==> config.mk <==
export PLATFORM = sky130hd
export DESIGN_NAME = dram_req_queue
export DESIGN_NICKNAME = d
export VERILOG_FILES = /design/src/rtl/dram_pkg.sv /design/src/rtl/sync_fifo.sv /design/src/rtl/dram_req_queue.sv
export SDC_FILE = /design/constraint.sdc
export NUM_CORES = 1
export LEC_CHECK = 0
export CORE_AREA = 2 2 129 68
export DETAILED_ROUTE_END_ITERATION = 12
export DIE_AREA = 0 0 131 70
export HOLD_SLACK_MARGIN = 0.02
export MAX_ROUTING_LAYER = met4
export PLACE_DENSITY = 0.9
export SYNTH_ARGS = -nofsm -noshare
export SYNTH_HDL_FRONTEND = slang
export SYNTH_HIERARCHICAL = 1
export SYNTH_SLANG_ARGS = --single-unit
==> constraint.sdc <==
create_clock -name u_clk -period 7.2 [get_ports u_clk]
set_clock_uncertainty 0.2 [all_clocks]
set_input_delay 1.44 -clock u_clk [delete_from_list [all_inputs] [get_ports u_clk]]
set_output_delay 1.44 -clock u_clk [all_outputs]
set_load 0.02 [all_outputs]
==> src/rtl/dram_pkg.sv <==
`default_nettype none
// ============================================================================
//  Module      : dram_pkg
//  Description : Shared types and constants for the DRAM request path:
//                issue-sequencer state encoding, command encoding and the
//                request entry layout used by the controller user port.
//  Revision    : 1.0 - initial release
// ============================================================================
package dram_pkg;

  // Widths of the controller user port; the request queue follows these.
  localparam int ADDR_W = 10;
  localparam int DATA_W = 8;

  localparam logic CMD_READ  = 1'b0;
  localparam logic CMD_WRITE = 1'b1;

  typedef enum logic [1:0] {
    S_IDLE = 2'd0,
    S_REQ  = 2'd1,
    S_WAIT = 2'd2
  } issue_state_e;

  typedef struct packed {
    logic              write;
    logic [ADDR_W-1:0] addr;
    logic [DATA_W-1:0] wdata;
  } dram_req_t;

endpackage
`default_nettype wire

==> src/rtl/sync_fifo.sv <==
`default_nettype none
// ============================================================================
//  Module      : sync_fifo
//  Description : Single-clock FIFO with separate occupancy count. DEPTH must
//                be a power of two so the pointers wrap by natural overflow.
//                A push while full is refused even if a pop happens the same
//                cycle; the head entry is presented combinationally.
//  Revision    : 1.0 - initial release
// ============================================================================
module sync_fifo #(
  parameter int WIDTH = 8,
  parameter int DEPTH = 4,
  parameter int LVL_W = $clog2(DEPTH + 1)
) (
  input  logic             u_clk,
  input  logic             rst_n,
  input  logic             push_i,
  input  logic [WIDTH-1:0] data_i,
  input  logic             pop_i,
  output logic [WIDTH-1:0] data_o,
  output logic             full_o,
  output logic             empty_o,
  output logic [LVL_W-1:0] count_o
);

  localparam int PTR_W = LVL_W - 1;

  logic [WIDTH-1:0] mem_q [DEPTH];
  logic [PTR_W-1:0] wr_ptr_q, wr_ptr_d;
  logic [PTR_W-1:0] rd_ptr_q, rd_ptr_d;
  logic [LVL_W-1:0] count_q, count_d;
  logic             do_push;
  logic             do_pop;

  assign full_o  = (count_q == LVL_W'(DEPTH));
  assign empty_o = (count_q == '0);
  assign do_push = push_i && !full_o;
  assign do_pop  = pop_i && !empty_o;
  assign data_o  = mem_q[rd_ptr_q];
  assign count_o = count_q;

  // Next pointer and count values from the accepted push/pop pair
  always_comb begin
    wr_ptr_d = wr_ptr_q;
    rd_ptr_d = rd_ptr_q;
    count_d  = count_q;
    if (do_push) wr_ptr_d = wr_ptr_q + 1'b1;
    if (do_pop)  rd_ptr_d = rd_ptr_q + 1'b1;
    case ({do_push, do_pop})
      2'b10:   count_d = count_q + 1'b1;
      2'b01:   count_d = count_q - 1'b1;
      default: count_d = count_q;
    endcase
  end

  // Pointer and count registers
  always_ff @(posedge u_clk) begin
    if (!rst_n) begin
      wr_ptr_q <= '0;
      rd_ptr_q <= '0;
      count_q  <= '0;
    end else begin
      wr_ptr_q <= wr_ptr_d;
      rd_ptr_q <= rd_ptr_d;
      count_q  <= count_d;
    end
  end

  // Entry storage; contents are don't-care until written
  always_ff @(posedge u_clk) begin
    if (do_push) mem_q[wr_ptr_q] <= data_i;
  end

endmodule
`default_nettype wire

==> src/rtl/dram_req_queue.sv <==
`default_nettype none
// ============================================================================
//  Module      : dram_req_queue
//  Description : Request queue and in-order issue sequencer in front of the
//                DRAM controller user port. Requests are buffered in a FIFO,
//                issued one at a time, and read data is returned through a
//                single-entry response register with backpressure. Reads are
//                held back while a response is still pending so read data can
//                never be overwritten; writes are not gated by the response.
//  Revision    : 1.0 - initial release
// ============================================================================
module dram_req_queue
  import dram_pkg::*;
#(
  parameter int DEPTH  = 4,
  parameter int ADDR_W = dram_pkg::ADDR_W,
  parameter int DATA_W = dram_pkg::DATA_W,
  parameter int LVL_W  = $clog2(DEPTH + 1)
) (
  input  logic              u_clk,
  input  logic              rst_n,
  input  logic              req_valid,
  output logic              req_ready,
  input  logic              req_write,
  input  logic [ADDR_W-1:0] req_addr,
  input  logic [DATA_W-1:0] req_wdata,
  output logic              rsp_valid,
  input  logic              rsp_ready,
  output logic [DATA_W-1:0] rsp_rdata,
  output logic [LVL_W-1:0]  q_level,
  output logic              ctl_en,
  output logic              ctl_cmd,
  output logic [ADDR_W-1:0] ctl_addr,
  output logic [DATA_W-1:0] ctl_wdata,
  input  logic              ctl_cmd_ack,
  input  logic              ctl_busy,
  input  logic [DATA_W-1:0] ctl_rdata,
  input  logic              ctl_rdata_valid
);

  localparam int ENTRY_W = $bits(dram_req_t);

  dram_req_t         push_entry;
  dram_req_t         head_entry;
  logic              fifo_full;
  logic              fifo_empty;
  logic [LVL_W-1:0]  fifo_count;
  logic              fifo_pop;
  logic              issue_ok;
  logic              rsp_load;

  issue_state_e      state_q;
  logic              ctl_en_q;
  logic              ctl_cmd_q;
  logic [ADDR_W-1:0] ctl_addr_q;
  logic [DATA_W-1:0] ctl_wdata_q;
  logic              pending_rd_q;
  logic              rsp_valid_q;
  logic [DATA_W-1:0] rsp_rdata_q;

  assign push_entry = '{write: req_write, addr: req_addr, wdata: req_wdata};

  // The entry under issue stays in the FIFO until the controller acknowledges it
  assign fifo_pop = (state_q == S_REQ) && ctl_cmd_ack;

  sync_fifo #(
    .WIDTH (ENTRY_W),
    .DEPTH (DEPTH),
    .LVL_W (LVL_W)
  ) u_fifo (
    .u_clk   (u_clk),
    .rst_n   (rst_n),
    .push_i  (req_valid),
    .data_i  (push_entry),
    .pop_i   (fifo_pop),
    .data_o  (head_entry),
    .full_o  (fifo_full),
    .empty_o (fifo_empty),
    .count_o (fifo_count)
  );

  // A read may only start once the previous read data has been taken
  assign issue_ok = !fifo_empty && !ctl_busy &&
                    ((head_entry.write == CMD_WRITE) || !rsp_valid_q);

  assign rsp_load = (state_q == S_WAIT) && pending_rd_q && ctl_rdata_valid;

  // Issue sequencer: latch head, hold command until ack, wait out the controller
  always_ff @(posedge u_clk) begin
    if (!rst_n) begin
      state_q      <= S_IDLE;
      ctl_en_q     <= 1'b0;
      ctl_cmd_q    <= CMD_READ;
      ctl_addr_q   <= '0;
      ctl_wdata_q  <= '0;
      pending_rd_q <= 1'b0;
    end else begin
      case (state_q)
        S_IDLE: begin
          if (issue_ok) begin
            state_q     <= S_REQ;
            ctl_en_q    <= 1'b1;
            ctl_cmd_q   <= head_entry.write;
            ctl_addr_q  <= head_entry.addr;
            ctl_wdata_q <= head_entry.wdata;
          end
        end
        S_REQ: begin
          if (ctl_cmd_ack) begin
            state_q      <= S_WAIT;
            ctl_en_q     <= 1'b0;
            pending_rd_q <= (ctl_cmd_q == CMD_READ);
          end
        end
        S_WAIT: begin
          if (ctl_rdata_valid && pending_rd_q) begin
            pending_rd_q <= 1'b0;
          end else if (!ctl_busy && !pending_rd_q) begin
            state_q <= S_IDLE;
          end
        end
        default: begin
          state_q  <= S_IDLE;
          ctl_en_q <= 1'b0;
        end
      endcase
    end
  end

  // Single-entry response register; a new load wins over a same-cycle consume
  always_ff @(posedge u_clk) begin
    if (!rst_n) begin
      rsp_valid_q <= 1'b0;
      rsp_rdata_q <= '0;
    end else begin
      if (rsp_valid_q && rsp_ready) rsp_valid_q <= 1'b0;
      if (rsp_load) begin
        rsp_valid_q <= 1'b1;
        rsp_rdata_q <= ctl_rdata;
      end
    end
  end

  assign req_ready = !fifo_full;
  assign q_level   = fifo_count;
  assign rsp_valid = rsp_valid_q;
  assign rsp_rdata = rsp_rdata_q;
  assign ctl_en    = ctl_en_q;
  assign ctl_cmd   = ctl_cmd_q;
  assign ctl_addr  = ctl_addr_q;
  assign ctl_wdata = ctl_wdata_q;

endmodule
`default_nettype wire
==> run_results.csv <==
group,metric,value,unit
critical_path,path_cells,"clkdlybuf4s50_1 -> nand2_1 -> nor2_1 -> nor2b_1 -> ha_1 -> inv_1 -> fa_1 -> xor2_1 -> or3_1 -> a21boi_1",
sta,setup_viol_count_final,0,
route,drt_iter0_markers,239,
clock_network,clkSinkCount,117,
floorplan,rows,24,
route,avgRoutedWirePerCell,17.4,µm
sta,post-route-period-util,52.9,%
sta,hold_viol,0,
synth,ys_seq_area_share,68.0,%
route,drt-total-wl,8710,µm
synth,synth_area,4560,µm²
worst_hold_path,hp-class,"reg -> reg",
outcome,outcome,"completed",
final_layout,syn_to_final_growth,28.5,%
floorplan,core,8260,µm²
sta,layout_min_cycle_time,3.81,ns
synth,synth_ff_type,"edfxtp_1",
sta,max_freq,263,MHz
route,drcViolationCount,0,
clock_network,cts-buffers-inserted,17,
synth,syn_inst,300,
place,placed_area,5260,µm²
sta,rsz0062_at_grt,"false",
final_layout,drive_gt1_share,14.4,%
clock_network,cts_setup_buffers,0,
critical_path,crit_required,7.33,ns
route,vias_per_cell,5.28,
sta,fin_setup_tns,0,ns
pwr,ir_drop,0.167,mV
critical_path,start_kind,"primary input",
clock_network,cts.clk_slew.worst_paths,0.05,ns
final_layout,multi_input_area,1310,µm²
global_routing,grt_pass1_wl,13700,µm
global_routing,grt_pass1_vias,2655,
floorplan,pin_count,67,
synth,synth_most_common_cell,"edfxtp_1",
sta,worst_pin_slew,1.06,ns
clock_network,tritoncts,"yes",
clock_network,holdBufCountCts,0,
critical_path,path_max_fanout,4,
clock_network,htree_num_levels,4,
place,place_congestion,0.765,
synth,syn_area_per_cell,15.2,µm²
clock_network,cts_resized,0,
floorplan,die_w,131,µm
final_layout,layout.nets,410,
critical_path,critical-path-top-delay-family,"simple AND/OR/NAND/NOR gates",
route,postRouteAntennaNets,0,
synth,yosys_register_bits,117,
synth,synth_area_leaders,"edfxtp_1 50%, dfxtp_1 18%, mux4_2 9.4%, nand2_1 5.1%, mux2i_1 4.6%",
place,hpwl,5330,µm
final_layout,fillers,522,
critical_path,cp.depth,10,
synth,synth_top_area_share,50.0,%
route,dr.pass1.iters,4,
critical_path,end_kind,"flip-flop",
synth,synth_edf_count,76,
sta,final_critical_path_setup_slack,3.39,ns
critical_path,crit_slowest_cell,"clkdlybuf4s50_1",
synth,ys_warn_count,6,
critical_path,slowest_delay,0.53,ns
sta,timing.slew.headroom,29.1,%
synth,synth_top_cells_by_count,"76 x edfxtp_1, 62 x nand2_1, 41 x dfxtp_1, 21 x mux2i_1, 19 x mux4_2",
floorplan,die-area,9170,µm²
final_layout,n_antenna_cell,0,
pwr,p_leak,0.00199,µW
clock_network,clock_path_buffers,2,
global_routing,grt-ovfl-total,0,
place,port_buffers,66,
final_layout,design_area,5860,µm²
place,pre_cts_ws,3.05,ns
final_layout,seq_area,3100,µm²
synth,async_reset_ff_share,0,%
synth,synth_nets,340,
synth,yosys.cell_types.count,36,
final_layout,final_util,71.0,%
synth,synth_area_leader_cell,"edfxtp_1",
clock_network,clock_latency,0.41,ns
floorplan,initial_core_util,55.2,%
critical_path,worst-path-buf-inv,2,
critical_path,rr_worst_depth,4,
flow_run,cap_viol_max_count,0,
critical_path,arrival,3.94,ns
floorplan,die_h,70,µm
sta,slew_violations,0,
critical_path,crit_type,"in -> reg",
worst_hold_path,hold_depth,2,
route,vias,2638,
global_routing,grt_max_degree,62,
global_routing,grt_antenna_before_repair,0,
clock_network,root_buffer,"clkbuf_16",
pwr,finalPower,1760,µW
pwr,p_per_area,300,nW/µm²
global_routing,grtUsageTotal,21.4,%
report_power, final:
group	internal, µW	switching [µW]	leakage, µW
Clock	551	293	0.000288
Sequential	753	16.6	0.00103
Combinational	71.1	75.4	0.000666
Total	1380	385	0.00199
logic make-up after synthesis:
kind of cell / count (synthesis) / share of synthesized area [%]
DFF: 117 / 68.0
xor gates and xnor gates: 2 / 0.384
buffers and inverters: 26 / 3.24
muxes: 40 / 14.0
adders and majority gates: 6 / 1.81
and+or+nand+nor: 84 / 8.64
AOI/OAI and AO/OA: 25 / 3.90
path summary, 6_finish.rpt:
check                     from           endpoint  slack [ns]
setup / recovery   ctl_cmd_ack  u_fifo/count_o[2]        3.39
hold / removal    ctl_wdata[7]       ctl_wdata[7]        0.26
setup reg to reg     flip-flop       ctl_wdata[2]        4.45
hold reg to reg   ctl_wdata[7]       ctl_wdata[7]        0.26
cell usage in the layout, fill, tap and decap left out, types with 3 or more instances in the layout:
cell type / count
edfxtp_1: 76
clkdlybuf4s50_1: 65
nand2_1: 62
dfxtp_1: 41
mux2i_1: 21
mux4_2: 19
clkbuf_16: 17
inv_1: 9
a21boi_0: 9
o21ai_0: 7
and2_1: 6
ha_1: 5
o21a_1: 3
bufinv_16: 3
clkinv_4: 3
routing by layer:
metal | vias up | share of wire [%] | GRT usage [%]
met4 | 0 | 0.95 | 7.33
met3 | 9 | 7.1 | 8.89
met5 | - | 0 | -
met1 | 1305 | 45 | 27.1
met2 | 86 | 47 | 31.4
li1 | 1238 | - | -
state kept, by name, indices dropped and copies added (netlist names), named ones only:
name,flops
rsp_valid,1
ctl_cmd,1
pending_rd_q,1
ctl_wdata,8
u_fifo/mem_q,76
u_fifo/rd_ptr_q,2
ctl_addr,10
u_fifo/wr_ptr_q,2
ctl_en,1
rsp_rdata,8
u_fifo/count_o,3
state_q,2
cell type report:
type / instances / share of cell area (%)
Clock buffer: 19 / 7.56
Clock inverter: 13 / 2.69
Inverter: 10 / 0.640
Multi-Input combinational cell: 157 / 22.4
Sequential cell: 117 / 52.9
Tap cell: 117 / 2.50
Timing Repair Buffer: 67 / 11.3
worst register-to-register path, delay by kind of cell, from the launching register on:
family	cells	cell delay, ns
AO/OA/AOI/OAI	1	0.76
buffers and inverters	1	0.08
flip-flops	1	0.94
multiplexers	2	0.69
per-stage QoR:
stage | cells | hold WS (ns)
global route | 500 | 0.278
floorplan | 300 | 0.256
CTS | 500 | 0.262
detailed placement | 468 | 0.249
global placement | 468 | 0.242
finish | 500 | 0.261
No activity file was read; power rests on OpenSTA's default activity.
